**src/rtl/ex_mem_stage_if.sv**
```systemverilog
// EX->MEM stage bundle: execute-side input, memory-side output, redirect, forwarding and retire count.
// The master modport is the driving/observing side; the slave modport is the stage itself.
interface ex_mem_stage_if #(
  parameter int XLEN = 32
);
  logic            in_valid;
  logic            in_ready;
  logic [XLEN-1:0] alu_result;
  logic            n;
  logic            z;
  logic            c;
  logic            v;
  logic [4:0]      rd_addr;
  logic            reg_write;
  logic            mem_read;
  logic            mem_write;
  logic [XLEN-1:0] store_data;
  logic [2:0]      branch_op;
  logic [XLEN-1:0] br_target;
  logic            flush;

  logic            out_valid;
  logic            out_ready;
  logic [XLEN-1:0] out_result;
  logic [XLEN-1:0] out_store_data;
  logic [4:0]      out_rd;
  logic            out_reg_write;
  logic            out_mem_read;
  logic            out_mem_write;

  logic            branch_taken;
  logic [XLEN-1:0] branch_pc;
  logic            fwd_valid;
  logic [4:0]      fwd_rd;
  logic [XLEN-1:0] fwd_data;
  logic [31:0]     retire_cnt;

  modport master (
    output in_valid, alu_result, n, z, c, v, rd_addr, reg_write, mem_read, mem_write,
           store_data, branch_op, br_target, flush, out_ready,
    input  in_ready, out_valid, out_result, out_store_data, out_rd, out_reg_write,
           out_mem_read, out_mem_write, branch_taken, branch_pc, fwd_valid, fwd_rd,
           fwd_data, retire_cnt
  );

  modport slave (
    input  in_valid, alu_result, n, z, c, v, rd_addr, reg_write, mem_read, mem_write,
           store_data, branch_op, br_target, flush, out_ready,
    output in_ready, out_valid, out_result, out_store_data, out_rd, out_reg_write,
           out_mem_read, out_mem_write, branch_taken, branch_pc, fwd_valid, fwd_rd,
           fwd_data, retire_cnt
  );
endinterface

```
**src/rtl/ex_mem_stage.sv**
```systemverilog
// EX->MEM pipeline register with a main/skid pair: 1-cycle latency, 1 entry/cycle throughput.
// in_ready comes straight from the skid-valid flop, so out_ready never reaches in_ready combinationally.
module ex_mem_stage #(
  parameter int XLEN  = 32,
  parameter int DEPTH = 2
) (
  input logic         clk,
  input logic         rst_n,
  ex_mem_stage_if.slave bus
);

  localparam int MAIN = 0;
  localparam int SKID = 1;

  typedef struct packed {
    logic [XLEN-1:0] result;
    logic [XLEN-1:0] store_data;
    logic [4:0]      rd;
    logic            reg_write;
    logic            mem_read;
    logic            mem_write;
  } entry_t;

  entry_t            slot_q [DEPTH];
  logic [DEPTH-1:0]  vld_q;
  logic              branch_taken_q;
  logic [XLEN-1:0]   branch_pc_q;
  logic [31:0]       retire_q;

  entry_t            in_ent;
  logic              is_branch;
  logic              cond;
  logic              accept;
  logic              store;
  logic              deliver;

  always_comb begin
    in_ent            = '0;
    in_ent.result     = bus.alu_result;
    in_ent.store_data = bus.store_data;
    in_ent.rd         = bus.rd_addr;
    in_ent.reg_write  = bus.reg_write;
    in_ent.mem_read   = bus.mem_read;
    in_ent.mem_write  = bus.mem_write;
  end

  // c is the carry-out of A+~B+1, so c=1 means A>=B unsigned.
  always_comb begin
    cond = 1'b0;
    case (bus.branch_op)
      3'b001:  cond = bus.z;
      3'b010:  cond = ~bus.z;
      3'b011:  cond = bus.n ^ bus.v;
      3'b100:  cond = ~(bus.n ^ bus.v);
      3'b101:  cond = ~bus.c;
      3'b110:  cond = bus.c;
      default: cond = 1'b0;
    endcase
  end

  assign is_branch = (bus.branch_op != 3'b000) && (bus.branch_op != 3'b111);
  assign accept    = bus.in_valid & ~vld_q[SKID] & ~bus.flush;
  assign store     = accept & ~is_branch;
  assign deliver   = vld_q[MAIN] & bus.out_ready & ~bus.flush;

  always_ff @(posedge clk or negedge rst_n) begin
    if (!rst_n) begin
      vld_q <= '0;
      for (int i = 0; i < DEPTH; i++) begin
        slot_q[i] <= '0;
      end
    end else if (bus.flush) begin
      vld_q <= '0;
    end else if (vld_q[SKID]) begin
      // Skid full means in_ready=0, so nothing new can arrive this cycle.
      if (deliver) begin
        slot_q[MAIN] <= slot_q[SKID];
        vld_q[SKID]  <= 1'b0;
      end
    end else if (store) begin
      if (!vld_q[MAIN] || deliver) begin
        slot_q[MAIN] <= in_ent;
        vld_q[MAIN]  <= 1'b1;
      end else begin
        slot_q[SKID] <= in_ent;
        vld_q[SKID]  <= 1'b1;
      end
    end else if (deliver) begin
      vld_q[MAIN] <= 1'b0;
    end
  end

  always_ff @(posedge clk or negedge rst_n) begin
    if (!rst_n) begin
      branch_taken_q <= 1'b0;
      branch_pc_q    <= '0;
    end else begin
      branch_taken_q <= accept & is_branch & cond;
      if (accept && is_branch && cond) begin
        branch_pc_q <= bus.br_target;
      end
    end
  end

  always_ff @(posedge clk or negedge rst_n) begin
    if (!rst_n) begin
      retire_q <= '0;
    end else if (deliver) begin
      retire_q <= retire_q + 32'd1;
    end
  end

  assign bus.in_ready       = ~vld_q[SKID];
  assign bus.out_valid      = vld_q[MAIN];
  assign bus.out_result     = slot_q[MAIN].result;
  assign bus.out_store_data = slot_q[MAIN].store_data;
  assign bus.out_rd         = slot_q[MAIN].rd;
  assign bus.out_reg_write  = vld_q[MAIN] & slot_q[MAIN].reg_write;
  assign bus.out_mem_read   = vld_q[MAIN] & slot_q[MAIN].mem_read;
  assign bus.out_mem_write  = vld_q[MAIN] & slot_q[MAIN].mem_write;

  assign bus.branch_taken   = branch_taken_q;
  assign bus.branch_pc      = branch_pc_q;

  assign bus.fwd_valid      = bus.out_valid & bus.out_reg_write & (bus.out_rd != 5'd0);
  assign bus.fwd_rd         = bus.out_rd;
  assign bus.fwd_data       = bus.out_result;

  assign bus.retire_cnt     = retire_q;

endmodule

```
**src/flat_wrapper.sv**
```systemverilog
// flat-port wrapper written by rule: the top's interface ports become plain ports
module ex_mem_stage_flat 
#(
  parameter int XLEN  = 32,
  parameter int DEPTH = 2
)
  (clk, rst_n, bus_in_valid, bus_alu_result, bus_n, bus_z, bus_c, bus_v, bus_rd_addr, bus_reg_write, bus_mem_read, bus_mem_write, bus_store_data, bus_branch_op, bus_br_target, bus_flush, bus_out_ready, bus_in_ready, bus_out_valid, bus_out_result, bus_out_store_data, bus_out_rd, bus_out_reg_write, bus_out_mem_read, bus_out_mem_write, bus_branch_taken, bus_branch_pc, bus_fwd_valid, bus_fwd_rd, bus_fwd_data, bus_retire_cnt);
  ex_mem_stage_if #(.XLEN(XLEN)) bus_i ();
  input logic clk;
  input logic rst_n;
  input wire logic [$bits(bus_i.in_valid)-1:0] bus_in_valid;
  input wire logic [$bits(bus_i.alu_result)-1:0] bus_alu_result;
  input wire logic [$bits(bus_i.n)-1:0] bus_n;
  input wire logic [$bits(bus_i.z)-1:0] bus_z;
  input wire logic [$bits(bus_i.c)-1:0] bus_c;
  input wire logic [$bits(bus_i.v)-1:0] bus_v;
  input wire logic [$bits(bus_i.rd_addr)-1:0] bus_rd_addr;
  input wire logic [$bits(bus_i.reg_write)-1:0] bus_reg_write;
  input wire logic [$bits(bus_i.mem_read)-1:0] bus_mem_read;
  input wire logic [$bits(bus_i.mem_write)-1:0] bus_mem_write;
  input wire logic [$bits(bus_i.store_data)-1:0] bus_store_data;
  input wire logic [$bits(bus_i.branch_op)-1:0] bus_branch_op;
  input wire logic [$bits(bus_i.br_target)-1:0] bus_br_target;
  input wire logic [$bits(bus_i.flush)-1:0] bus_flush;
  input wire logic [$bits(bus_i.out_ready)-1:0] bus_out_ready;
  output wire logic [$bits(bus_i.in_ready)-1:0] bus_in_ready;
  output wire logic [$bits(bus_i.out_valid)-1:0] bus_out_valid;
  output wire logic [$bits(bus_i.out_result)-1:0] bus_out_result;
  output wire logic [$bits(bus_i.out_store_data)-1:0] bus_out_store_data;
  output wire logic [$bits(bus_i.out_rd)-1:0] bus_out_rd;
  output wire logic [$bits(bus_i.out_reg_write)-1:0] bus_out_reg_write;
  output wire logic [$bits(bus_i.out_mem_read)-1:0] bus_out_mem_read;
  output wire logic [$bits(bus_i.out_mem_write)-1:0] bus_out_mem_write;
  output wire logic [$bits(bus_i.branch_taken)-1:0] bus_branch_taken;
  output wire logic [$bits(bus_i.branch_pc)-1:0] bus_branch_pc;
  output wire logic [$bits(bus_i.fwd_valid)-1:0] bus_fwd_valid;
  output wire logic [$bits(bus_i.fwd_rd)-1:0] bus_fwd_rd;
  output wire logic [$bits(bus_i.fwd_data)-1:0] bus_fwd_data;
  output wire logic [$bits(bus_i.retire_cnt)-1:0] bus_retire_cnt;
  assign bus_i.in_valid = bus_in_valid;
  assign bus_i.alu_result = bus_alu_result;
  assign bus_i.n = bus_n;
  assign bus_i.z = bus_z;
  assign bus_i.c = bus_c;
  assign bus_i.v = bus_v;
  assign bus_i.rd_addr = bus_rd_addr;
  assign bus_i.reg_write = bus_reg_write;
  assign bus_i.mem_read = bus_mem_read;
  assign bus_i.mem_write = bus_mem_write;
  assign bus_i.store_data = bus_store_data;
  assign bus_i.branch_op = bus_branch_op;
  assign bus_i.br_target = bus_br_target;
  assign bus_i.flush = bus_flush;
  assign bus_i.out_ready = bus_out_ready;
  assign bus_in_ready = bus_i.in_ready;
  assign bus_out_valid = bus_i.out_valid;
  assign bus_out_result = bus_i.out_result;
  assign bus_out_store_data = bus_i.out_store_data;
  assign bus_out_rd = bus_i.out_rd;
  assign bus_out_reg_write = bus_i.out_reg_write;
  assign bus_out_mem_read = bus_i.out_mem_read;
  assign bus_out_mem_write = bus_i.out_mem_write;
  assign bus_branch_taken = bus_i.branch_taken;
  assign bus_branch_pc = bus_i.branch_pc;
  assign bus_fwd_valid = bus_i.fwd_valid;
  assign bus_fwd_rd = bus_i.fwd_rd;
  assign bus_fwd_data = bus_i.fwd_data;
  assign bus_retire_cnt = bus_i.retire_cnt;
  ex_mem_stage #(.XLEN(XLEN), .DEPTH(DEPTH)) u_core (.clk(clk), .rst_n(rst_n), .bus(bus_i));
endmodule
```
**config.mk**
```make
export PLATFORM = sky130hd
export DESIGN_NAME = ex_mem_stage_flat
export DESIGN_NICKNAME = d
export VERILOG_FILES = /design/src/rtl/ex_mem_stage_if.sv /design/src/rtl/ex_mem_stage.sv /design/src/flat_wrapper.sv
export SDC_FILE = /design/constraint.sdc
export NUM_CORES = 1
export LEC_CHECK = 0
export CAP_MARGIN = 20
export CORE_UTILIZATION = 35
export CTS_CLUSTER_DIAMETER = 30
export DETAILED_ROUTE_END_ITERATION = 7
export HOLD_SLACK_MARGIN = 0.12
export SYNTH_ARGS = -nofsm -noshare
export SYNTH_HDL_FRONTEND = slang
export SYNTH_SLANG_ARGS = --single-unit
```
**constraint.sdc**
```tcl
create_clock -name clk -period 5.1 [get_ports clk]
set_clock_uncertainty 0.05 [all_clocks]
set_input_delay 1.53 -clock clk [delete_from_list [all_inputs] [get_ports clk]]
set_output_delay 1.53 -clock clk [all_outputs]
set_load 0.02 [all_outputs]
```
Word-level counts from Yosys, hierarchy flattened. Cells that the tools add are included.

Register bits after elaboration: 211. Logic and storage cells: 76. Output and inout bits: 177. Input bits: 116.

Equal/unequal tests: 10. Bitwise gates (word level): 20. Add/subtract/negate cells: 1. Multiplexer cells: 15. Reduce and logical (&&, ||, !) cells: 13.

Operators by type and width (number): 72-bit two-way mux (4); 144-bit two-way mux (1); 32-bit by 1-bit adder with 32-bit output, second input constant (1); 1-bit bitwise AND (12); 3-bit equality test, second input constant (3); 1-bit two-way mux (8); 4-bit AND reduction (2); 1-bit NOT (7); 3-bit by 2-bit equality test with 1-bit output, second input constant (2); 3-bit != test, second input constant (2); 1-bit case mux with 6 select lines (1); 3-bit nonzero test (2); 5-bit nonzero test (1); 2-bit != test, second input constant (2); 2-bit nonzero test (2); 3-bit by 1-bit equality test with 1-bit output, second input constant (1); 1-bit logical AND (3); 3-bit AND reduction (1); 2-bit two-way mux (1); 1-bit zero test (1); 1-bit logical OR (1); 1-bit XOR (1).

Depth between registers and ports, before layout.
Depth after elaboration: 7. Gate-level depth with buffers: 8. Mapped depth without buffers: 5.

Worst setup path before layout. Ideal clock, no wire load.

Path kind: input to register. Start point: in bus_branch_op[2]. End point: reg u_core.slot_q[0] in the netlist's numbering. Required time: 4925 ps. Library setup time: 125 ps. Arrival time: 2751 ps. Setup slack: 2174 ps. Stages on the path: 5. Buffers on the path: 1. Path through: or3_4 -> a21boi_4 -> nand3_4 -> buf_6 -> mux2_4.

Longest elaborated chain between the ends: 5. Elaborated cells between the ends (all ways): 6. Classes of those cells: 1 x eq/ne; 2 x bitwise; 3 x reduce/logical.

Ends and longest elaborated chain: start, declared (RTL line flat_wrapper.sv:22) `input wire logic [$bits(bus_i.branch_op)-1:0] bus_branch_op;`; 3-bit != test / 3-bit nonzero test (equally long branches) (RTL line ex_mem_stage.sv:61) `assign is_branch = (bus.branch_op != 3'b000) && (bus.branch_op != 3'b111);`; 1-bit logical AND * (RTL line ex_mem_stage.sv:61); 1-bit NOT * (RTL line ex_mem_stage.sv:63) `assign store = accept & ~is_branch;`; 1-bit bitwise AND * (RTL line ex_mem_stage.sv:63); 4-bit AND reduction (no line) *; end signal, assigned by index (RTL line ex_mem_stage.sv:77) `slot_q[MAIN] <= slot_q[SKID];`; end signal, assigned by index (RTL line ex_mem_stage.sv:82) `slot_q[MAIN] <= in_ent;`; end signal, assigned by index (RTL line ex_mem_stage.sv:85) `slot_q[SKID] <= in_ent;`; end, declared (RTL line ex_mem_stage.sv:24) `entry_t slot_q [DEPTH];`.

Mark *: on every way between the ends. The rest lies on a longest branch, timed or not. A chain may end at the register's enable or synchronous reset.

Worst setup path after layout.
Start point: reg u_core.slot_q, in the netlist u_core.bus.fwd_rd[0]. End point: out bus_fwd_valid.

Longest elaborated chain between the ends: 2.

Ends and longest elaborated chain: 5-bit nonzero test (RTL line ex_mem_stage.sv:125) `assign bus.fwd_valid = bus.out_valid & bus.out_reg_write & (bus.out_rd != 5'd0);`; 1-bit bitwise AND (RTL line ex_mem_stage.sv:125); end, declared (RTL line flat_wrapper.sv:36) `output wire logic [$bits(bus_i.fwd_valid)-1:0] bus_fwd_valid;`.

No other way between the ends.

==> impl_results.md <==
- Average routed wire per standard cell: 17.0 um
- Power per Cell Area: ~490 mW/mm^2
- RD Place Congestion: around 0.74
- Crit Path Class: reg2out
- Number of nets still failing antenna checks after routing: 0
- GRT overflow: 0
- Hold Crit Class: reg2reg
- Cell Area, Synth: 0.00978 mm^2
- Register cell area after layout: 0.00528 mm^2
- Number of nets in the synthesized netlist: 918
- Number of buffers on the longest clock path: 3
- CTS Hold Buffers Added: 0
- Number of instances in the synthesized netlist: 801
- Net switching power: 0.00179 W
- Area taken by multi-input logic gates: 0.00341 mm^2
- Number of clock sinks: 211
- Reg-to-reg setup timing slack: 2100 ps
- Level count of the clock H-tree: 2
- Router iterations before antenna repair: 4
- Number of cell rows: 60
- Vertical die dimension: 169 um
- Clock insertion delay at the later pin of the skew report: 520 ps
- Number of remaining DRC errors: 0
- Fraction of the yosys area taken by sequential cells: 54.0%
- Vias per cell: 4.73
- Total negative setup slack: 0 ps
- Number of buffers inserted during clock tree synthesis: 52
- Die Area: about 0.029 mm^2
- Via count of the first global-routing pass: 6,978
- Power share of the combinational group: 19.6%
- Largest driver fanout on the critical path: 4
- Count of distinct cell types in the synthesized netlist: 38
- Post-CTS setup buffer count: 0
- Clock group share of total power: 50.1%
- HPWL Detailed: 15.4 mm
- Data arrival time at the worst-slack endpoint: 2320 ps
- Number of placed cells counting well taps: around 1,300
- Result of the run: finished, final reports clean
- Share of the core filled with cells: 51.8%
- Syn avg cell area: 12.2 um^2
- Time the final worst path needs with I/O delays and setup: 3900 ps
- Maximum operating frequency: 0.256 GHz
- Element type at the critical path end: primary output
- Type of origin of the critical path: flip-flop
- Final hold violation count: 0
- Initial Utilization: a little over a third
- Layout cells sized above 1: 20.3%
- Pins Over Slew Limit: 0
- Internal power: 0.00514 W
- Part of the power in registers: a little over 30%
- Setup violation total in the final timing report: 0
- Number of warning messages in the yosys log: 0
- Static leakage: between 6 and 7 nW
- Die X: 169 um
- Measured slew at the worst slew-check pin: 935 ps
- Vias: around 6,700
- IO Port Bufs: slightly below 300
- Fin worst setup slack: 1200 ps
- CTS Root Buffer Type: clkbuf_16
- Post-CTS Resized: 0
- Number of fill cells: 2,430
- Peak ir drop on the vdd network: 340 uV
- Detailed-route wire length: 24.1 mm
- Total routing usage reported by global routing: between 15 and 20%
- Initial antenna violation count: 1
- FF+latch count, synth: 211
- Post-route fraction of the period consumed by the critical path: 76.5%
- Largest net degree at the start of global routing: 103
- Worst-case setup slack after placement: slightly below 800 ps
- Area of the placeable core: 0.0272 mm^2
- I/O pins: 293
- DRC marker count from the first detailed-route iteration: 322
- Slew Limit Headroom: 37.7%
- Layout Nets: around 1,100
- Max-cap viol count: 0
- TritonCTS clock tree: built
- Switching Fraction: 25.8%
- Global-route wire length before repair: 37.9 mm
- Non-filler instance count after layout: between 1,000 and 1,500
- Clock transition at path regs: 50 ps
- Unrepaired setup endpoints after global routing: false
- Area growth from synthesis to layout: 44.0%
- Critical path data required time: 3520 ps
==> power by group through the flow <==
stage / sequential (W) / combinational, W / clock [W]
detailed placement: 0.00212 / 0.00137 / 0
global placement: 0.00211 / 0.00136 / 0
CTS: 0.00210 / 0.00137 / 0.00354
floorplan: 0.00216 / 0.000846 / 0
finish: 0.00210 / 0.00136 / 0.00347
global route: 0.00213 / 0.00144 / 0.00364
==> synthesized netlist by cell type <==
cell type	count	area share, %
nor2_2	1	0.064
nor2b_1	1	0.064
mux2i_1	1	0.10
nand3_4	1	0.18
nand3b_1	2	0.15
and3_1	2	0.13
buf_2	17	0.87
ha_1	1	0.13
a21boi_4	1	0.19
or3_4	1	0.12
inv_1	3	0.12
and2_1	4	0.26
xor2_1	11	0.99
buf_4	118	9.1
buf_6	7	0.81
and4_1	6	0.54
a21oi_1	74	3.8
nor3b_1	1	0.077
nand3_1	8	0.41
nor2_1	80	3.1
and3b_1	1	0.090
nor4_1	1	0.064
a221o_1	1	0.10
nand4_1	11	0.70
o221ai_1	1	0.090
xnor2_1	21	1.9
mux2_2	35	4.0
dfrtp_1	211	54
a22o_1	1	0.090
nand2b_1	2	0.13
o21a_1	1	0.077
a22oi_1	72	5.5
or4_1	1	0.077
mux2_4	69	11
nand2_1	20	0.77
nor3_2	2	0.20
clkbuf_1	9	0.35
nor3_1	2	0.10
==> cell usage in the layout, fill, tap and decap left out, drive strengths merged, types with 2 or more instances in the layout <==
| master | count |
|---|---|
| a21oi | 74 |
| a22oi | 72 |
| and2 | 4 |
| and3 | 2 |
| and4 | 6 |
| buf | 12 |
| bufinv | 10 |
| clkbuf | 67 |
| clkdlybuf4s50 | 291 |
| clkinv | 10 |
| clkinvlp | 5 |
| dfrtp | 211 |
| inv | 5 |
| mux2 | 104 |
| nand2 | 20 |
| nand2b | 2 |
| nand3 | 9 |
| nand3b | 2 |
| nand4 | 11 |
| nor2 | 81 |
| nor3 | 4 |
| xnor2 | 21 |
| xor2 | 11 |
==> final cells by class <==
cell class	instances	share of cell area, %
diodes	1	0.0178
clock buffers	67	10.4
clock inverters	27	2.88
inverters	3	0.0800
multi-input cells	436	24.2
flip-flops and latches	211	37.5
well taps	372	3.31
repair buffers	303	21.6
==> logic make-up after synthesis <==
logic type / Yosys count / share of synthesized area, %
adders and majority gates: 1 / 0.128
AOI/OAI and AO/OA: 151 / 9.87
DFF: 211 / 54.0
xor gates and xnor gates: 32 / 2.87
and+or+nand+nor: 147 / 7.19
muxes: 105 / 14.7
buffers and inverters: 154 / 11.2
==> through the flow <==
| stage | instance area (um^2) | hold slack, ps | total power (W) |
|---|---|---|---|
| after global routing | 14100 | 456 | 0.00721 |
| after floorplan | 9780 | 430 | 0.00300 |
| after CTS | 14100 | 445 | 0.00702 |
| after detailed placement | 12200 | 429 | 0.00349 |
| final | 14100 | 446 | 0.00693 |
| after global placement | 12200 | 429 | 0.00347 |
==> sequential cells by signal (all words and copies together) (netlist names) <==
| name | cells |
|---|---|
| u_core.bus.branch_pc | 32 |
| u_core.bus.branch_taken | 1 |
| u_core.bus.fwd_data | 32 |
| u_core.bus.fwd_rd | 5 |
| u_core.bus.out_store_data | 32 |
| u_core.bus.retire_cnt | 32 |
| u_core.slot_q | 75 |
| u_core.vld_q | 2 |
==> final timing paths <==
kind                                          start                  endpoint  cells after the start
min reg2reg                u_core.bus.retire_cnt[7]  u_core.bus.retire_cnt[7]                      1
max                            u_core.bus.fwd_rd[0]             bus_fwd_valid                      3
max reg2reg                         u_core.vld_q[1]          u_core.slot_q[5]                      5
min in group asynchronous                     rst_n         u_core.slot_q[70]                      1
max in group asynchronous                     rst_n  u_core.bus.retire_cnt[9]                      2
min                        u_core.bus.retire_cnt[7]  u_core.bus.retire_cnt[7]                      1
==> routing by layer <==
layer,up-vias,global-route usage [%],share of wire (%)
met4,0,5.48,1.7
met1,3287,21.4,43
met5,-,0,0
met2,260,26.6,47
met3,38,5.68,8.6
li1,3127,-,-
==> critical path: stages, from the launching register on <==
cell	delay, ps
dfrtp_1	430
or4_1	630
o21a_1	210
clkdlybuf4s50_1	540
Power figures use the tool's default switching activity.
